<file path="src/rtl/eth_tx_pkg.sv">
// Shared types and defaults for the GMII transmit arbiter.
// Holds the FSM state encoding, counter widths and the saturating increment helper.
package eth_tx_pkg;

   localparam int IFG_DEFAULT     = 12;
   localparam int MAX_LEN_DEFAULT = 1536;
   localparam int BYTE_CNT_W      = 11;
   localparam int ABORT_CNT_W     = 8;

   typedef enum logic [2:0] {
      ST_IDLE  = 3'd0,
      ST_GRANT = 3'd1,
      ST_SEND  = 3'd2,
      ST_DRAIN = 3'd3,
      ST_GAP   = 3'd4
   } tx_state_e;

   typedef struct packed {
      logic       en;
      logic [7:0] data;
   } lane_t;

   function automatic logic [ABORT_CNT_W-1:0] sat_inc(input logic [ABORT_CNT_W-1:0] v);
      return (&v) ? v : v + 1'b1;
   endfunction

endpackage

</file>
<file path="src/rtl/rr_arb2.sv">
// Two-way round-robin picker. The pointer names the favoured requester and
// moves to the other one whenever the current owner is accepted into a frame.
module rr_arb2 (
   input  logic       clk,
   input  logic       rst_n,
   input  logic [1:0] req_i,
   input  logic       accept_i,
   input  logic       accept_id_i,
   output logic       valid_o,
   output logic       pick_o
);

   logic ptr_q;

   always_comb begin
      valid_o = |req_i;
      pick_o  = req_i[ptr_q] ? ptr_q : ~ptr_q;
   end

   // NOTE: reset is sampled on the clock edge, so it lives inside the clocked block.
   always_ff @(posedge clk) begin
      if (!rst_n) begin
         ptr_q <= 1'b0;
      end else if (accept_i) begin
         ptr_q <= ~accept_id_i;
      end
   end

endmodule

</file>
<file path="src/rtl/gmii_tx_arb.sv">
// Two-requester GMII transmit arbiter: round-robin grant, one-cycle registered
// datapath, length abort with tx_er, and an enforced inter-frame gap.
module gmii_tx_arb
   import eth_tx_pkg::*;
#(
   parameter int IFG     = IFG_DEFAULT,
   parameter int MAX_LEN = MAX_LEN_DEFAULT
) (
   input  logic       tx_clk,
   input  logic       tx_rstn,
   input  logic       req0,
   input  logic       req1,
   output logic       gnt0,
   output logic       gnt1,
   input  logic [7:0] txd0,
   input  logic [7:0] txd1,
   input  logic       tx_en0,
   input  logic       tx_en1,
   output logic [7:0] gmii_txd,
   output logic       gmii_tx_en,
   output logic       gmii_tx_er,
   output logic       busy,
   output logic [7:0] abort_cnt
);

   localparam int GAP_W = (IFG > 1) ? $clog2(IFG) : 1;
   localparam logic [GAP_W-1:0]      GAP_LAST  = GAP_W'(IFG - 1);
   localparam logic [BYTE_CNT_W-1:0] LAST_BYTE = BYTE_CNT_W'(MAX_LEN - 1);

   tx_state_e              state_q;
   logic                   sel_q;
   logic                   gnt0_q;
   logic                   gnt1_q;
   logic [7:0]             gmii_txd_q;
   logic                   gmii_tx_en_q;
   logic                   gmii_tx_er_q;
   logic [ABORT_CNT_W-1:0] abort_cnt_q;
   logic [BYTE_CNT_W-1:0]  byte_cnt_q;
   logic [GAP_W-1:0]       gap_cnt_q;

   lane_t sel_lane;
   logic  sel_req;
   logic  arb_valid;
   logic  arb_pick;
   logic  accept;

   // Only the granted requester's lane is ever looked at downstream.
   always_comb begin
      sel_lane = '{en: tx_en0, data: txd0};
      sel_req  = req0;
      if (sel_q) begin
         sel_lane = '{en: tx_en1, data: txd1};
         sel_req  = req1;
      end
   end

   assign accept = (state_q == ST_GRANT) && sel_lane.en;

   rr_arb2 u_arb (
      .clk         (tx_clk),
      .rst_n       (tx_rstn),
      .req_i       ({req1, req0}),
      .accept_i    (accept),
      .accept_id_i (sel_q),
      .valid_o     (arb_valid),
      .pick_o      (arb_pick)
   );

   always_ff @(posedge tx_clk) begin
      if (!tx_rstn) begin
         state_q      <= ST_IDLE;
         sel_q        <= 1'b0;
         gnt0_q       <= 1'b0;
         gnt1_q       <= 1'b0;
         gmii_txd_q   <= '0;
         gmii_tx_en_q <= 1'b0;
         gmii_tx_er_q <= 1'b0;
         abort_cnt_q  <= '0;
         byte_cnt_q   <= '0;
         gap_cnt_q    <= '0;
      end else begin
         // NOTE: the output registers default to idle every cycle; only states that forward a byte override them.
         gmii_txd_q   <= '0;
         gmii_tx_en_q <= 1'b0;
         gmii_tx_er_q <= 1'b0;
         case (state_q)
            ST_IDLE: begin
               if (arb_valid) begin
                  sel_q   <= arb_pick;
                  gnt0_q  <= ~arb_pick;
                  gnt1_q  <= arb_pick;
                  state_q <= ST_GRANT;
               end
            end
            ST_GRANT: begin
               if (sel_lane.en) begin
                  gmii_txd_q   <= sel_lane.data;
                  gmii_tx_en_q <= 1'b1;
                  byte_cnt_q   <= BYTE_CNT_W'(1);
                  state_q      <= ST_SEND;
               end else if (!sel_req) begin
                  gnt0_q    <= 1'b0;
                  gnt1_q    <= 1'b0;
                  gap_cnt_q <= '0;
                  state_q   <= ST_GAP;
               end
            end
            ST_SEND: begin
               if (sel_lane.en) begin
                  gmii_txd_q   <= sel_lane.data;
                  gmii_tx_en_q <= 1'b1;
                  byte_cnt_q   <= byte_cnt_q + 1'b1;
                  // The byte that reaches MAX_LEN goes out flagged, then the rest is swallowed.
                  if (byte_cnt_q == LAST_BYTE) begin
                     gmii_tx_er_q <= 1'b1;
                     abort_cnt_q  <= sat_inc(abort_cnt_q);
                     state_q      <= ST_DRAIN;
                  end
               end else begin
                  gnt0_q    <= 1'b0;
                  gnt1_q    <= 1'b0;
                  gap_cnt_q <= '0;
                  state_q   <= ST_GAP;
               end
            end
            ST_DRAIN: begin
               if (!sel_lane.en) begin
                  gnt0_q    <= 1'b0;
                  gnt1_q    <= 1'b0;
                  gap_cnt_q <= '0;
                  state_q   <= ST_GAP;
               end
            end
            ST_GAP: begin
               if (gap_cnt_q == GAP_LAST) begin
                  state_q <= ST_IDLE;
               end else begin
                  gap_cnt_q <= gap_cnt_q + 1'b1;
               end
            end
            default: state_q <= ST_IDLE;
         endcase
      end
   end

   assign gnt0       = gnt0_q;
   assign gnt1       = gnt1_q;
   assign gmii_txd   = gmii_txd_q;
   assign gmii_tx_en = gmii_tx_en_q;
   assign gmii_tx_er = gmii_tx_er_q;
   assign abort_cnt  = abort_cnt_q;
   assign busy       = (state_q != ST_IDLE);

   a_gnt_onehot : assert property (@(posedge tx_clk) disable iff (!tx_rstn)
      !(gnt0_q && gnt1_q));
   a_er_with_en : assert property (@(posedge tx_clk) disable iff (!tx_rstn)
      gmii_tx_er_q |-> gmii_tx_en_q);

endmodule

</file>
<file path="config.mk">
export PLATFORM = sky130hd
export DESIGN_NAME = gmii_tx_arb
export DESIGN_NICKNAME = d
export VERILOG_FILES = /design/src/rtl/eth_tx_pkg.sv /design/src/rtl/rr_arb2.sv /design/src/rtl/gmii_tx_arb.sv
export SDC_FILE = /design/constraint.sdc
export NUM_CORES = 1
export LEC_CHECK = 0
export ABC_AREA = 1
export BUFFER_PORTS_ARGS = -buffer_cell sky130_fd_sc_hd__buf_2
export CAP_MARGIN = 20
export CELL_PAD_IN_SITES_DETAIL_PLACEMENT = 1
export CELL_PAD_IN_SITES_GLOBAL_PLACEMENT = 1
export CORE_MARGIN = 3
export CORE_UTILIZATION = 41
export CTS_CLUSTER_SIZE = 20
export DETAILED_ROUTE_END_ITERATION = 10
export PLACE_DENSITY = 0.9
export SLEW_MARGIN = 20
export SYNTH_ARGS = -nofsm -noshare
export SYNTH_HDL_FRONTEND = slang
export SYNTH_HIERARCHICAL = 1
export SYNTH_SLANG_ARGS = --single-unit
</file>
<file path="constraint.sdc">
create_clock -name tx_clk -period 4 [get_ports tx_clk]
set_clock_uncertainty 0.2 [all_clocks]
set_input_delay 0.6 -clock tx_clk [delete_from_list [all_inputs] [get_ports tx_clk]]
set_output_delay 0.6 -clock tx_clk [all_outputs]
set_load 0.05 [all_outputs]
</file>
# After elaboration in Yosys (flattened, before gate mapping)
# Cells that the tools add are included.
totals:
  reg_bits: 40
  in_bits: 22
  out_inout_bits: 21
  elab_cells: 85
classes:
  add_sub_neg: 3
  magnitude_cmp: 1
  n_eq_ne: 17
  n_mux: 30
  bitwise: 4
  n_reduce_logical: 19
ops:
  columns: ["operator", "n"]
  rows:
  - ["11-bit 2-to-1 mux", 2]
  - ["11-bit case mux with 2 select lines", 1]
  - ["3-bit 2-to-1 mux", 7]
  - ["2-bit inequality test, second input constant", 9]
  - ["4-bit 2-to-1 mux", 4]
  - ["3-bit case mux with 5 select lines", 1]
  - ["5-bit AND reduction", 3]
  - ["4-bit case mux with 3 select lines", 1]
  - ["11-bit by 1-bit adder with 11-bit output, second input constant", 1]
  - ["11-bit == test, second input constant", 1]
  - ["1-bit 2-to-1 mux", 11]
  - ["9-bit 2-to-1 mux", 1]
  - ["3-bit AND reduction", 3]
  - ["3-bit nonzero test", 3]
  - ["8-bit by 1-bit adder with 8-bit output, second input constant", 1]
  - ["8-bit AND reduction", 1]
  - ["3-bit by 2-bit == test with 1-bit output, second input constant", 2]
  - ["3-bit inequality test, second input constant", 2]
  - ["1-bit case mux with 3 select lines", 2]
  - ["2-bit OR reduction", 3]
  - ["4-bit by 1-bit adder with 4-bit output, second input constant", 1]
  - ["4-bit == test, second input constant", 1]
  - ["1-bit inverter", 4]
  - ["2-bit AND reduction", 2]
  - ["other kinds (7)", 7]

# Depth between registers and ports, before layout
# Gate-level depths: netlist of the first run.
logic_depth:
  word_depth: 6
  mapped_depth: 10
  depth_no_buf: 10

# Cells and area by module
# The synthesis of the first run kept the hierarchy.
by_module_without_submodules:
  columns: ["module", "n_inst", "cells_per_inst", "area_each_um2", "seq_area_each_um2"]
  rows:
  - ["gmii_tx_arb", 1, 288, 2044.5, 780.7]
  - ["rr_arb2", 1, 8, 50.0, 20.0]

# Worst setup path before layout of the first run
# Ideal clock, no wire load.
synth_path:
  path_kind: "reg2reg"
  startpoint: "register abort_cnt_q[0] (netlist: abort_cnt[0])"
  endpoint: "register abort_cnt_q[7] (netlist: abort_cnt[7])"
  setup_ns: 0.070
  arrival_time_ns: 1.634
  t_required_ns: 3.730
  path_slack_ns: 2.095
  path_stages_with_launch: 8
  path_buffers: 0
  synth_period_minus_slack_ns: 1.905
  path_cell_list: "dfxtp_1 > ha_1 > nand2_1 > nor2_1 > a21oi_2 > nand2_2 > nand2_1 > a21oi_1"
synth_via:
  elab_chain_len: 3
  word_cells_on_any_way: 4
  classes_between: "1 x add/sub; 1 x bitwise; 2 x reduce/logical"
synth_rtl:
  columns: ["item", "line_no", "source"]
  rows:
  - ["start, declared", "gmii_tx_arb.sv:37", "logic [ABORT_CNT_W-1:0] abort_cnt_q;"]
  - ["start signal, assigned", "gmii_tx_arb.sv:116", "abort_cnt_q <= sat_inc(abort_cnt_q);"]
  - ["branches (longest 3 deep; another with 8-bit by 1-bit adder with 8-bit output)", null, null]
# Parallel ways; which one is timed is not known.
# A chain may end at the register's enable or synchronous reset.

# Worst setup path in the final report of the first run
layout_path:
  startpoint: "register sel_q"
  endpoint: "register abort_cnt_q[1] (netlist: abort_cnt[1])"
layout_via:
  elab_chain_len: 2
layout_rtl:
  columns: ["item", "line_no", "source"]
  rows:
  - ["start, declared", "gmii_tx_arb.sv:31", "logic sel_q;"]
  - ["start signal, assigned", "gmii_tx_arb.sv:89", "sel_q <= arb_pick;"]
  - ["9-bit 2-to-1 mux", "gmii_tx_arb.sv:51", "if (sel_q) begin"]
  - ["4-bit AND reduction (no source line)", null, null]
# Every way passes these cells.

==> results.cfg, run 1 <==
[cts]
cts.sinks = 40
clk_pin_slew_worst_paths_ps = 80
cts_setup_buffers = 0
post_cts_resized = 0
clk_path_buf_depth = 2
cts-htree-levels = 2
cts_hold_buf = 0
clk_latency_ps = 300
cts_root_buf = clkbuf_8
numCtsBuffers = 5
cts_tree = built

[logic_synthesis]
ys_warn_count = 6
synth_fp_nets = 321
postSynthAreaPerCell_sq_um = 7.08
synth_cell_types = 33
yosys_register_bits = 40
synth_ff_type = dfxtp_1
async_reset_ff_share_pct = 0
synth-seq-area-share_pct = 38.2
synth_edf_count = 0
syn_inst = 296
netlist_area_sq_um = 2090

[setup_path]
arrival_ps = 2180
reg2regPathDepth = 7
crit_required_ps = 3960
endpoint_kind = flop
cp_max_fo = 12
critPathLaunch = sel_q
timing.rr.start = sel_q
worstSetupPathType = reg -> reg
cp-start-kind = flop

[outcome]
outcome = completed

[global_route]
grt_pass1_vias = 2115
grtUsageMet3_pct = 4.18
grt_use_met2_pct = 34.6
overflow = 0
antenna_found_initial = 0
grt_max_degree = 16
busiest_layer = met2
grt_pass1_wl_mm = 9.49
grt_use_total_pct = 19.5
gr-usage-met1_pct = 22.7

[finish]
drive_gt1_share_pct = 24.6
diodes = 0
num-nets-final = 366
area_delta_synth_final_pct = 18.0

[sta]
fin_ws_ps = 1780
worst_pin_slew_ps = 560
slew_viol_final = 0
min_period_ps = 2220
max_clock_freq_mhz = 450
setup-tns-final_ps = 0
post-route-period-util_pct = 55.5
finalSetupViolations = 0
relSlewSlack_pct = 62.6
rsz0062_at_grt = no
hold_viol_final = 0

[floorplanning]
dieWidth_um = 77.5
rows = 25
die_y_um = 77.5
pin_count = 43
initial_core_util_pct = 43.5
die-area_sq_um = 6000
core_area_sq_um = 4820

[drt]
vias = 2048
vias_per_cell = 5.01
drtIter0Drc = 55
drt_first_pass_iters = 4
wl_mm = 5.41
route.detailed.drc = 0
drtAntennaViolNets = 0
route.detailed.wl_per_inst_um = 13.2

[place]
pre_cts_ws_ps = 1830
io_buffers = 42
dpl.hpwl_mm = 4.13
gp_congestion = 0.751

[power]
power_leakage_nw = 1.06
power_density_nw_per_um2 = 548
irDropWorstVdd_mv = 0.345

[worst_hold_path]
min_path_cells = 2
min-delay-start = byte_cnt_q[4]
hold_class = reg -> reg

[job]
cap_violations = 0
synth_stat cells, types with 3 or more instances:
cell	number	area, sq um
nor3_1	5	25.0
inv_1	27	101
nand4_1	5	31.3
a21oi_2	10	87.6
nor2_2	4	25.0
ha_1	3	37.5
nand2_2	4	25.0
o21ai_0	11	55.1
inv_2	3	11.3
nand2_1	85	319
xor2_1	3	26.3
nand3_1	21	105
nor2_1	30	113
nor2_4	4	45.0
dfxtp_1	40	801
a21oi_1	20	100
cell type report:
cell class / count / area, sq um
Fill cell: 665 / 2350
Sequential cell: 40 / 801
Tap cell: 67 / 83.8
Multi-Input combinational cell: 220 / 1140
Inverter: 32 / 125
Clock inverter: 2 / 35.0
Clock buffer: 6 / 72.6
Timing Repair Buffer: 42 / 210
placed cells by master, fill, tap and decap left out, types with 2 or more instances in the layout:
cell      netlist  final
a21oi_1        20     20
inv_1          27     27
nand4_1         5      5
buf_2           2     42
nand2_4         2      2
nor2_2          4      4
inv_4           2      2
nand3_2         2      2
ha_1            3      3
inv_2           3      3
dfxtp_1        40     40
nor2_4          4      4
nor3_1          5      5
clkbuf_8        0      5
xor2_1          3      3
a21oi_2        10     10
nand3_1        21     21
nand2_1        85     85
nor2_1         30     30
nand2_2         4      4
o21ai_0        11     11
flip-flops by register name, summed over array words and instances, names as in the netlist:
signal,flops
gnt0,1
state_q,3
gmii_tx_en,1
abort_cnt,8
byte_cnt_q,11
gap_cnt_q,4
sel_q,1
u_arb/ptr_q,1
gnt1,1
gmii_tx_er,1
gmii_txd,8
critical path, stage by stage, from the launching register on:
cell     delay [ps]
dfxtp_1         600
inv_1           280
nand2_1         170
nand2_4         120
a21oi_2         340
nand2_2         200
nand2_1         110
a21oi_1          60
power breakdown:
group / switching (mW) / total (mW) / internal (mW)
registers: 0.0522 / 0.501 / 0.449
logic: 0.385 / 0.523 / 0.138
clock network: 0.144 / 0.329 / 0.185
cell families (layout without fill, tap and decap cells):
kind of cell | count (synthesis) | in the layout | share of synthesized area, %
AND/OR/NAND/NOR | 168 | 168 | 37.9
AO/OA/AOI/OAI | 45 | 45 | 13.2
flip-flops | 40 | 40 | 38.2
buffers and inverters | 36 | 82 | 7.17
XOR/XNOR | 4 | 4 | 1.67
adder cells (fa/ha/maj) | 3 | 3 | 1.79
per-stage QoR:
stage / util (%) / cells / power [mW] / hold WS, ps / cell area, sq um
after global routing: 51.3 / 409 / 1.45 / 324 / 2470
after global placement: 49.1 / 401 / 1.02 / 268 / 2360
final: 51.3 / 409 / 1.35 / 284 / 2470
after CTS: 51.3 / 409 / 1.37 / 286 / 2470
after floorplan: - / 296 / 0.921 / 248 / 2090
after detailed placement: 49.1 / 401 / 1.03 / 274 / 2360
metal layers:
layer | vias up | part of all wire, %
met1 | 969 | 45
met4 | 0 | 1.8
li1 | 1041 | -
met5 | - | 0
met3 | 12 | 2.9
met2 | 26 | 50
path summary, 6_finish.rpt:
kind,endpoint,slack [ps]
max,abort_cnt[1],1780
min,byte_cnt_q[4],280
max reg2reg,abort_cnt[1],1780
min reg2reg,byte_cnt_q[4],280
No activity file was read; power rests on OpenSTA's default activity.
==> run 2: changes to the inputs <==
CORE_UTILIZATION = 38   (was 41)
PLACE_DENSITY = 0.85   (was 0.9)
clock period = 2.1 ns   (was 4 ns; I/O delays follow)
==> run 2 against run 1 <==
- global-route usage fell by 0.12 points
- register-to-register slack got worse by 1500 ps
- flip-flop and latch count did not move
- clock power rose by 65%
- largest power group unchanged
- combinational power rose by 99%
==> results.cfg, run 2 (synthesis gave the netlist of run 1 again) <==
[outcome]
outcome = completed

[cts]
clk_pin_slew_worst_paths_ps = 80
cts.sinks = 40
cts-htree-levels = 2
cts_hold_buf = 0
cts_root_buf = clkbuf_8
clk_path_buf_depth = 2
clk_latency_ps = 300
post_cts_resized = 0
cts_setup_buffers = 0
cts_tree = built
numCtsBuffers = 5

[power]
power_leakage_nw = 1.07
swShare_pct = 44.3
power_mw = 2.53
switchingPower_mw = 1.12
power_density_nw_per_um2 = 1020
p_comb_share_pct = 41.3
p_int_mw = 1.41
clock_power_share_pct = 21.5
pwr-share-seq_pct = 37.2
irDropWorstVdd_mv = 0.574

[sta]
finalSetupViolations = 0
hold_viol_final = 0
relSlewSlack_pct = 74.7
max_clock_freq_mhz = 547
rsz0062_at_grt = no
setup-tns-final_ps = 0
worst_pin_slew_ps = 376
min_period_ps = 1830
post-route-period-util_pct = 87.1
slew_viol_final = 0

[place]
io_buffers = 42
gp_congestion = 0.807
dpl.hpwl_mm = 4.28

[drt]
vias = 2061
vias_per_cell = 4.95
route.detailed.drc = 0
drt_first_pass_iters = 4
wl_mm = 5.65
route.detailed.wl_per_inst_um = 13.6
drtAntennaViolNets = 0
drtIter0Drc = 63

[global_route]
grt_pass1_wl_mm = 9.72
overflow = 0
grt_use_total_pct = 19.3
grt_pass1_vias = 2110
grt_max_degree = 12
antenna_found_initial = 0

[floorplanning]
initial_core_util_pct = 40.2
rows = 26
pin_count = 43
die_y_um = 80.2
dieWidth_um = 80.2
core_area_sq_um = 5200
die-area_sq_um = 6440

[worst_hold_path]
min_to = gmii_txd[1]
min-delay-start = txd0[1]
hold_class = in -> reg
min_path_cells = 3

[finish]
diodes = 0
num-nets-final = 370
layout_common_cells = nand2_1 (85), buf_2 (42), dfxtp_1 (40)
fillers = 732
multi_input_area_sq_um = 1140
seq_area_sq_um = 801
top_register = byte_cnt_q
area_delta_synth_final_pct = 18.8
largest_reg_flops = 11
final_common_cell = nand2_1
drive_gt1_share_pct = 25.1

[setup_path]
slowest_delay_ps = 490
arrival_ps = 1310
crit_required_ps = 1580
worstSetupPathType = reg -> out
critPathSlowestCell = dfxtp_1
cp-start-kind = flop
rrSetupSlack_ps = 280
timing.rr.start = byte_cnt_q[0]
crit_chain = nor2_1 -> nand2_1 -> buf_2
cp_max_fo = 7
reg2regPathDepth = 8
rr_endpoint = abort_cnt[4]
endpoint_kind = output port

[job]
cap_violations = 0
run 2: changes by cell type in the layout (fill, tap and decap cells not counted):
cell | previous run | this run
buf_4 | 0 | 4
bufinv_16 | 1 | 0
clkbuf_1 | 1 | 2
clkbuf_8 | 5 | 6
clkinv_2 | 1 | 0
run 2: critical path, delay by kind of cell (launching register included):
kind,cells,cell delay (ps)
and+or+nand+nor,2,250
DFF,1,490
buffers and inverters,1,280
run 2: cell type report:
class / instances / area share (%)
Tap cell: 70 / 3.52
Sequential cell: 40 / 32.2
Timing Repair Buffer: 46 / 9.66
Clock buffer: 8 / 3.62
Multi-Input combinational cell: 220 / 46.0
Inverter: 32 / 5.03
run 2: worst max-delay path by stage:
stage | from | endpoint | slack [ps] | cells past startpoint
2_1_floorplan | abort_cnt[0] | abort_cnt[7] | 200 | 7
3_3_place_gp | byte_cnt_q[0] | abort_cnt[7] | 390 | 8
3_5_place_dp | byte_cnt_q[0] | abort_cnt[4] | 300 | 8
4_1_cts | state_q[1] | busy | 260 | 3
5_1_grt | byte_cnt_q[0] | abort_cnt[5] | 80 | 8
6_report | state_q[1] | busy | 270 | 3
run 2: power by group through the flow:
stage / Sequential (mW) / Combinational (mW) / Clock, mW
after floorplan: 1.07 / 0.685 / 0
after global placement: 0.949 / 1.01 / 0
after detailed placement: 0.956 / 1.04 / 0
after CTS: 0.938 / 1.06 / 0.556
after global routing: 0.954 / 1.16 / 0.590
final: 0.939 / 1.04 / 0.543
run 2: metrics by stage:
step / util (%) / cells / instance area, sq um / hold WS, ps / worst slack (ps)
global placement: 46.1 / 408 / 2400 / 262 / 389
CTS: 47.8 / 416 / 2490 / 67.6 / 262
detailed placement: 46.1 / 408 / 2400 / 274 / 305
finish: 47.8 / 416 / 2490 / 66.3 / 271
global route: 47.8 / 416 / 2490 / 70.5 / 82.3
floorplan: - / 296 / 2090 / 236 / 195
run 2: metal layers:
layer / wire length (um) / vias to the layer above / global-route usage, % / part of all wire, %
li1: - / 1050 / - / -
met1: 2450 / 988 / 22.6 / 43
met2: 3000 / 17 / 35.2 / 53
met3: 124 / 6 / 3.70 / 2.2
met4: 74 / 0 / 6.08 / 1.3
met5: 0 / - / 0 / 0
